<file path="src/rtl/sysmem_pkg.sv">
// Shared types and constants for the system-memory bus controller.
package sysmem_pkg;

  typedef enum logic [2:0] {
    S_IDLE,
    S_ACCESS,
    S_WAIT,
    S_CAPTURE,
    S_RESP
  } sysmem_state_e;

  localparam int SYSMEM_LANES      = 4;
  localparam int SYSMEM_LANE_W     = 8;
  localparam int SYSMEM_ADDR_WIDTH = 10;

endpackage

</file>
<file path="src/rtl/sysmem_ctrl.sv">
// picorv32 native-bus controller for four byte-lane BRAMs: window decode,
// read-latency sequencing with optional wait states, sticky out-of-window flag.
module sysmem_ctrl
  import sysmem_pkg::*;
#(
  parameter logic [31:0] BASE_ADDR   = 32'h0000_0000,
  parameter int          ADDR_WIDTH  = SYSMEM_ADDR_WIDTH,
  parameter int          WAIT_STATES = 0
) (
  input  logic                                    clk,
  input  logic                                    resetn,
  input  logic                                    mem_valid,
  output logic                                    mem_ready,
  input  logic [31:0]                             mem_addr,
  input  logic [31:0]                             mem_wdata,
  input  logic [3:0]                              mem_wstrb,
  output logic [31:0]                             mem_rdata,
  input  logic                                    err_clr,
  output logic                                    bus_err,
  output logic [ADDR_WIDTH-1:0]                   ram_addr,
  output logic [SYSMEM_LANES-1:0]                 ram_ce,
  output logic [SYSMEM_LANES-1:0]                 ram_we,
  output logic [SYSMEM_LANES*SYSMEM_LANE_W-1:0]   ram_din,
  input  logic [SYSMEM_LANES*SYSMEM_LANE_W-1:0]   ram_dout,
  output logic                                    ram_rst
);

  localparam logic [3:0] WAIT_LOAD = (WAIT_STATES > 0) ? 4'(WAIT_STATES - 1) : 4'd0;

  sysmem_state_e                           state_q, state_d;
  logic [3:0]                              wcnt_q, wcnt_d;
  logic                                    ready_q, ready_d;
  logic [31:0]                             rdata_q, rdata_d;
  logic                                    err_q, err_d;
  logic [ADDR_WIDTH-1:0]                   addr_q, addr_d;
  logic [SYSMEM_LANES-1:0]                 ce_q, ce_d, we_q, we_d;
  logic [SYSMEM_LANES*SYSMEM_LANE_W-1:0]   din_q, din_d;
  logic                                    in_win;
  logic                                    unused_byte_offset;

  // Byte offset is irrelevant: the bus always moves whole words.
  assign unused_byte_offset = ^mem_addr[1:0];
  assign in_win = (mem_addr[31:ADDR_WIDTH+2] == BASE_ADDR[31:ADDR_WIDTH+2]);

  always_comb begin
    state_d = state_q;
    wcnt_d  = wcnt_q;
    ready_d = 1'b0;
    rdata_d = rdata_q;
    err_d   = err_q & ~err_clr;
    addr_d  = addr_q;
    din_d   = din_q;
    ce_d    = '0;
    we_d    = '0;
    // Enables are registered, so they are loaded on the edge that enters ACCESS.
    case (state_q)
      S_IDLE: begin
        if (mem_valid && !ready_q) begin
          if (in_win) begin
            addr_d  = mem_addr[ADDR_WIDTH+1:2];
            din_d   = mem_wdata;
            ce_d    = (mem_wstrb != 4'd0) ? mem_wstrb : 4'hF;
            we_d    = mem_wstrb;
            state_d = S_ACCESS;
          end else begin
            err_d   = 1'b1;
            rdata_d = '0;
            ready_d = 1'b1;
            state_d = S_RESP;
          end
        end
      end
      S_ACCESS: begin
        if (we_q != '0) begin
          ready_d = 1'b1;
          state_d = S_RESP;
        end else if (WAIT_STATES > 0) begin
          wcnt_d  = WAIT_LOAD;
          state_d = S_WAIT;
        end else begin
          state_d = S_CAPTURE;
        end
      end
      S_WAIT: begin
        if (wcnt_q == 4'd0) state_d = S_CAPTURE;
        else                wcnt_d  = wcnt_q - 4'd1;
      end
      S_CAPTURE: begin
        rdata_d = ram_dout;
        ready_d = 1'b1;
        state_d = S_RESP;
      end
      S_RESP:  state_d = S_IDLE;
      default: state_d = S_IDLE;
    endcase
  end

  always_ff @(posedge clk) begin
    if (!resetn) begin
      state_q <= S_IDLE;
      wcnt_q  <= '0;
      ready_q <= 1'b0;
      rdata_q <= '0;
      err_q   <= 1'b0;
      addr_q  <= '0;
      din_q   <= '0;
      ce_q    <= '0;
      we_q    <= '0;
    end else begin
      state_q <= state_d;
      wcnt_q  <= wcnt_d;
      ready_q <= ready_d;
      rdata_q <= rdata_d;
      err_q   <= err_d;
      addr_q  <= addr_d;
      din_q   <= din_d;
      ce_q    <= ce_d;
      we_q    <= we_d;
    end
  end

  assign mem_ready = ready_q;
  assign mem_rdata = rdata_q;
  assign bus_err   = err_q;
  assign ram_addr  = addr_q;
  assign ram_ce    = ce_q;
  assign ram_we    = we_q;
  assign ram_din   = din_q;
  assign ram_rst   = ~resetn;

endmodule

</file>
<file path="config.mk">
export PLATFORM = sky130hd
export DESIGN_NAME = sysmem_ctrl
export DESIGN_NICKNAME = d
export VERILOG_FILES = /design/src/rtl/sysmem_pkg.sv /design/src/rtl/sysmem_ctrl.sv
export SDC_FILE = /design/constraint.sdc
export NUM_CORES = 1
export LEC_CHECK = 0
export ABC_AREA = 1
export BUFFER_PORTS_ARGS = -buffer_cell sky130_fd_sc_hd__buf_4
export CAP_MARGIN = 20
export CORE_MARGIN = 2
export CORE_UTILIZATION = 40
export CTS_CLUSTER_DIAMETER = 120
export DETAILED_ROUTE_END_ITERATION = 10
export PLACE_DENSITY = 0.76
export SLEW_MARGIN = 5
export SYNTH_ARGS = -nofsm -noshare
export SYNTH_HDL_FRONTEND = slang
export SYNTH_SLANG_ARGS = --single-unit
</file>
<file path="constraint.sdc">
create_clock -name clk -period 1.5 [get_ports clk]
set_clock_uncertainty 0.1 [all_clocks]
set_input_delay 0.3 -clock clk [delete_from_list [all_inputs] [get_ports clk]]
set_output_delay 0.3 -clock clk [all_outputs]
set_load 0.03 [all_outputs]
</file>
Yosys cells after proc, flatten, opt, wreduce, memory -nomap -nowiden
Index checks and enable logic that the tools add are counted.
- $add $sub $neg: 1
- equality and inequality tests: 6
- mux-type cells: 16
- bitwise gates (word level): 4
- reductions and logical operators: 13
- operator list (operator ; count):
    32-bit 2-to-1 mux ; 2
    32-bit case mux with 2 select lines ; 1
    20-bit logical NOT ; 1
    3-bit 2-to-1 mux ; 4
    3-bit case mux with 4 select lines ; 1
    4-bit nonzero test ; 2
    3-bit by 2-bit == test with 1-bit output (second input constant) ; 2
    1-bit 2-to-1 mux ; 6
    2-bit inequality test (second input constant) ; 3
    3-bit AND reduction ; 2
    4-bit logical NOT ; 1
    4-bit 2-to-1 mux ; 1
    2-bit AND reduction ; 2
    4-bit AND reduction ; 1
    4-bit by 1-bit subtractor with 4-bit output (second input constant) ; 1
    3-bit by 1-bit == test with 1-bit output (second input constant) ; 1
    3-bit logical NOT ; 1
    1-bit NOT ; 3
    1-bit case mux with 3 select lines ; 1
    2-bit nonzero test ; 1
    1-bit AND ; 1
    1-bit logical AND ; 1
    1-bit logical NOT ; 1
- register bits after elaboration: 91
- bits of input ports: 104
- output and inout port bits: 85
- logic and storage cells: 49

Longest topological paths before layout
- depth after elaboration: 5
- mapped depth: 10
- gate-level depth less buffers: 9

Worst setup path before layout
OpenSTA, ideal clock, no wires.
- kind: in2reg
- from: in mem_addr[27]
- to: reg addr_q[3], in the netlist ram_addr[3]
- setup time: 0.064 ns
- arrival: 1.307 ns
- required time: 1.336 ns
- slack: 0.029 ns
- stages on the path: 8
- path buffers: 1
- cells stage by stage: nor2_1 -> nand2_1 -> nor2_1 -> nand3_2 -> nor3_4 -> buf_2 -> o21ai_1 -> nor2_1
- word-level cells in the longest chain between the ends: 2
- RTL lines (element ; RTL line ; source):
    from (decl) ; sysmem_ctrl.sv:14 ; input logic [31:0] mem_addr,
    20-bit logical NOT ; sysmem_ctrl.sv:43 ; assign in_win = (mem_addr[31:ADDR_WIDTH+2] == BASE_ADDR[31:ADDR_WIDTH+2]);
    3-bit AND reduction (no line) ; - ;
    to (signal assigned) ; sysmem_ctrl.sv:115 ; addr_q <= addr_d;
    to (decl) ; sysmem_ctrl.sv:35 ; logic [ADDR_WIDTH-1:0] addr_q, addr_d;
Every way passes these cells.
A chain may end at the register's enable or synchronous reset.

Final worst setup path
- from: reg state_q[2]
- to: reg ce_q[1], in the netlist ram_ce[1]
- word-level cells in the longest chain between the ends: 2
- RTL lines (element ; RTL line ; source):
    from (decl) ; sysmem_ctrl.sv:30 ; sysmem_state_e state_q, state_d;
    from (signal assigned) ; sysmem_ctrl.sv:110 ; state_q <= state_d;
    3-bit logical NOT ; sysmem_ctrl.sv:56 ; case (state_q)
    4-bit AND reduction (no line) ; - ;
    to (signal assigned) ; sysmem_ctrl.sv:107 ; ce_q <= '0;
    to (signal assigned) ; sysmem_ctrl.sv:117 ; ce_q <= ce_d;
    to (decl) ; sysmem_ctrl.sv:36 ; logic [SYSMEM_LANES-1:0] ce_q, ce_d, we_q, we_d;
Every way passes these cells.

==> results.sh <==
export IMPL_slowest_delay_ns=0.38
export IMPL_swShare_pct=30.1
export IMPL_cp_start_kind="register"
export IMPL_ys_seq_area_share_pct=53.8
export IMPL_clk_pin_slew_worst_paths_ns=0.09
export IMPL_syn_nets=533
export IMPL_setup_violations_final=56
export IMPL_synth_ff_type="dfxtp_1"
export IMPL_power_switching_mw=1.68
export IMPL_dieHeight_um=96.0
export IMPL_routed_wl_mm=10.5
export IMPL_syn_inst=428
export IMPL_cp_max_fo=8
export IMPL_path_cells="nor3_4 > inv_2 > nor3_4 > buf_12 > buf_8 > nand2_8 > o21ai_2"
export IMPL_rsz0062_at_grt="yes"
export IMPL_initial_utilization_pct=41.2
export IMPL_clock_fmax_ghz=0.632
export IMPL_htree_num_levels=3
export IMPL_synth_top_area_cell="dfxtp_1"
export IMPL_vias=3699
export IMPL_die_x_um=96.0
export IMPL_post_route_cells_drive_above_1_share_pct=43.8
export IMPL_grt_first_pass_wirelength_mm=14.8
export IMPL_cap_viol_max_count=0
export IMPL_yosysWarningCount=0
export IMPL_yosysTopAreaCellShare_pct=53.8
export IMPL_drv_slew=0
export IMPL_hold_class="primary input to register"
export IMPL_outcome="finished, violations left"
export IMPL_die_area_sq_um=9220
export IMPL_pwr_share_clk_pct=30.6
export IMPL_detailed_place_hpwl_mm=6.97
export IMPL_worstPathRequired_ns=1.68
export IMPL_yosysUniqueCellTypes=24
export IMPL_p_leak_nw=2.45
export IMPL_antenna_found_initial=0
export IMPL_via_per_inst=5.03
export IMPL_dpl_instance_area_sq_um=4960
export IMPL_p_int_mw=3.90
export IMPL_cts_tree="built"
export IMPL_core_area_sq_um=8220
export IMPL_cts_root_buffer="clkbuf_8"
export IMPL_violations="negative setup slack"
export IMPL_clockBufferDepth=2
export IMPL_syn_to_final_growth_pct=63.8
export IMPL_path_common_cell="nor3_4"
export IMPL_clk_latency_ns=0.35
export IMPL_dr_pass1_iters=6
export IMPL_synth_area_per_cell_sq_um=7.92
export IMPL_peakVddDrop_v=0.000475
export IMPL_cts_hold_buf=0
export IMPL_drt_iter0_drc=81
export IMPL_period_needed_ns=1.58
export IMPL_r2r_start="state_q[2]"
export IMPL_crit_arrival_ns=1.76
export IMPL_multi_input_area_sq_um=1540
export IMPL_synth_edf_count=0
export IMPL_grt_overflow_total=0
export IMPL_drc=0
export IMPL_wl_per_cell_um=14.3
export IMPL_async_flop_share_pct=0
export IMPL_num_io_pins=189
export IMPL_grt_max_degree=35
export IMPL_fp_row_count=33
export IMPL_critPathKind="register to register"
export IMPL_routabilityCongestion=0.800
export IMPL_sequentialPowerShare_pct=45.3
export IMPL_cp_end_kind="register"
export IMPL_p_per_area_nw_per_um2=1000
export IMPL_fillCellCount=684
export IMPL_slew_limit_headroom_pct=63.7
export IMPL_diodes=0
export IMPL_cts_sinks=91
export IMPL_synth_area_top_cells="dfxtp_1 (54%), nand2_1 (8.6%), nor4_1 (8.1%)"
export IMPL_grt_pass1_vias=3305
export IMPL_crit_path_top_delay_cell="dfxtp_4"
export IMPL_period_share_pct=105
export IMPL_seq_area_sq_um=1830
export IMPL_cts_buffers=9
export IMPL_ys_ff_latch=91
export IMPL_crit_start="state_q[2]"
export IMPL_nets=730
export IMPL_postRouteAntennaNets=0
export IMPL_io_buffers=186
export IMPL_setup_ws_ns=-0.0822
export IMPL_min_from="mem_wdata[19]"
export IMPL_tightest_slew_ns=0.539
export IMPL_synth_area_sq_um=3390
export IMPL_whs_ns=0.0581
export IMPL_combPwrFrac_pct=24.1
export IMPL_postLayoutCellArea_sq_um=5550
export IMPL_grt_use_total_pct=20.3
export IMPL_finalHoldViolations=0
export IMPL_p_total_mw=5.57
==> layer usage <==
layer  global-route usage [%]  share of wire, %  vias up
met5                        0                 0        -
met4                     7.50               2.1        0
met3                     7.75               8.4       18
met2                     35.5                48      136
met1                     22.1                42     1698
li1                         -                 -     1847
==> timing repair <==
item | CTS | global route
endpoints found under the setup margin | 39 | 87
endpoints found under the hold margin | 0 | 0
setup buffers | 0 | 3
gates resized for setup | 8 | 68
gates cloned | 0 | 7
pin swaps | 0 | 20
==> power by group through the flow <==
stage	clock network, mW	logic (mW)	registers (mW)
CTS	1.74	1.07	2.51
floorplan	0	0.510	2.62
global placement	0	1.04	2.56
finish	1.70	1.34	2.53
detailed placement	0	1.06	2.56
global route	1.85	1.43	2.54
==> cells by family after synthesis <==
kind of cell	share of synthesized area, %
flip-flops	53.8
buffers and inverters	5.80
AND/OR/NAND/NOR	26.5
adder cells (fa/ha/maj)	0.369
AO/OA/AOI/OAI	13.6
==> synth_stat cells, types with 2 or more instances <==
| cell | count |
|---|---|
| dfxtp_1 | 91 |
| nand2_1 | 78 |
| nor2_1 | 63 |
| nor4_1 | 44 |
| a21oi_1 | 38 |
| o21ai_0 | 33 |
| clkbuf_1 | 23 |
| inv_1 | 15 |
| o21ai_1 | 15 |
| buf_2 | 4 |
| nand3_1 | 4 |
| buf_4 | 3 |
| nor3_1 | 3 |
| inv_2 | 2 |
| nor3_2 | 2 |
| o21a_1 | 2 |
==> flip-flops by register name, summed over array words and instances (netlist names) <==
name       count
bus_err        1
ram_we         4
state_q        3
ram_din       32
mem_rdata     32
mem_ready      1
ram_ce         4
wcnt_q         4
ram_addr      10
==> through the flow <==
step / utilization (%) / setup slack [ns] / TNS (ns) / std cells
4_1_cts: 63.2 / -0.0280 / -0.0403 / 725
3_5_place_dp: 60.3 / -0.216 / -14.98 / 709
2_1_floorplan: - / 0.0287 / 0 / 428
6_report: 67.5 / -0.0822 / -2.24 / 735
3_3_place_gp: 60.3 / -0.200 / -12.99 / 709
5_1_grt: 67.5 / -0.127 / -7.11 / 735
==> area by class of cell <==
| class | count | share of cell area [%] |
|---|---|---|
| Multi-Input combinational cell | 289 | 27.8 |
| Clock inverter | 6 | 1.26 |
| Clock buffer | 10 | 2.48 |
| Inverter | 18 | 1.22 |
| Timing Repair Buffer | 216 | 31.9 |
| Tap cell | 105 | 2.37 |
| Sequential cell | 91 | 33.0 |
==> cells in the final DEF (no fill, tap or decap), types with 10 or more instances in the layout <==
master / netlist / final
buf_4: 3 / 204
dfxtp_1: 91 / 87
nand2_1: 78 / 75
nor2_1: 63 / 60
nor4_1: 44 / 43
a21oi_1: 38 / 34
o21ai_1: 15 / 18
o21ai_0: 33 / 16
o21ai_2: 0 / 14
inv_1: 15 / 11
clkbuf_8: 0 / 10
==> worst paths after layout <==
kind              slack (ns)  depth (start not counted)      endpoint
hold reg to reg         0.36                          2  mem_rdata[8]
hold / removal          0.06                          3   ram_din[19]
setup reg to reg       -0.08                          7     ram_ce[1]
setup / recovery       -0.08                          7     ram_ce[1]
==> worst max-delay path: cells and delay by family, from the launching register on <==
family / cells / cell delay [ns]
compound gates: 1 / 0.12
buf+inv: 3 / 0.38
flops: 1 / 0.38
simple gates: 3 / 0.52
Note: power is estimated with default switching activity, not from simulation.
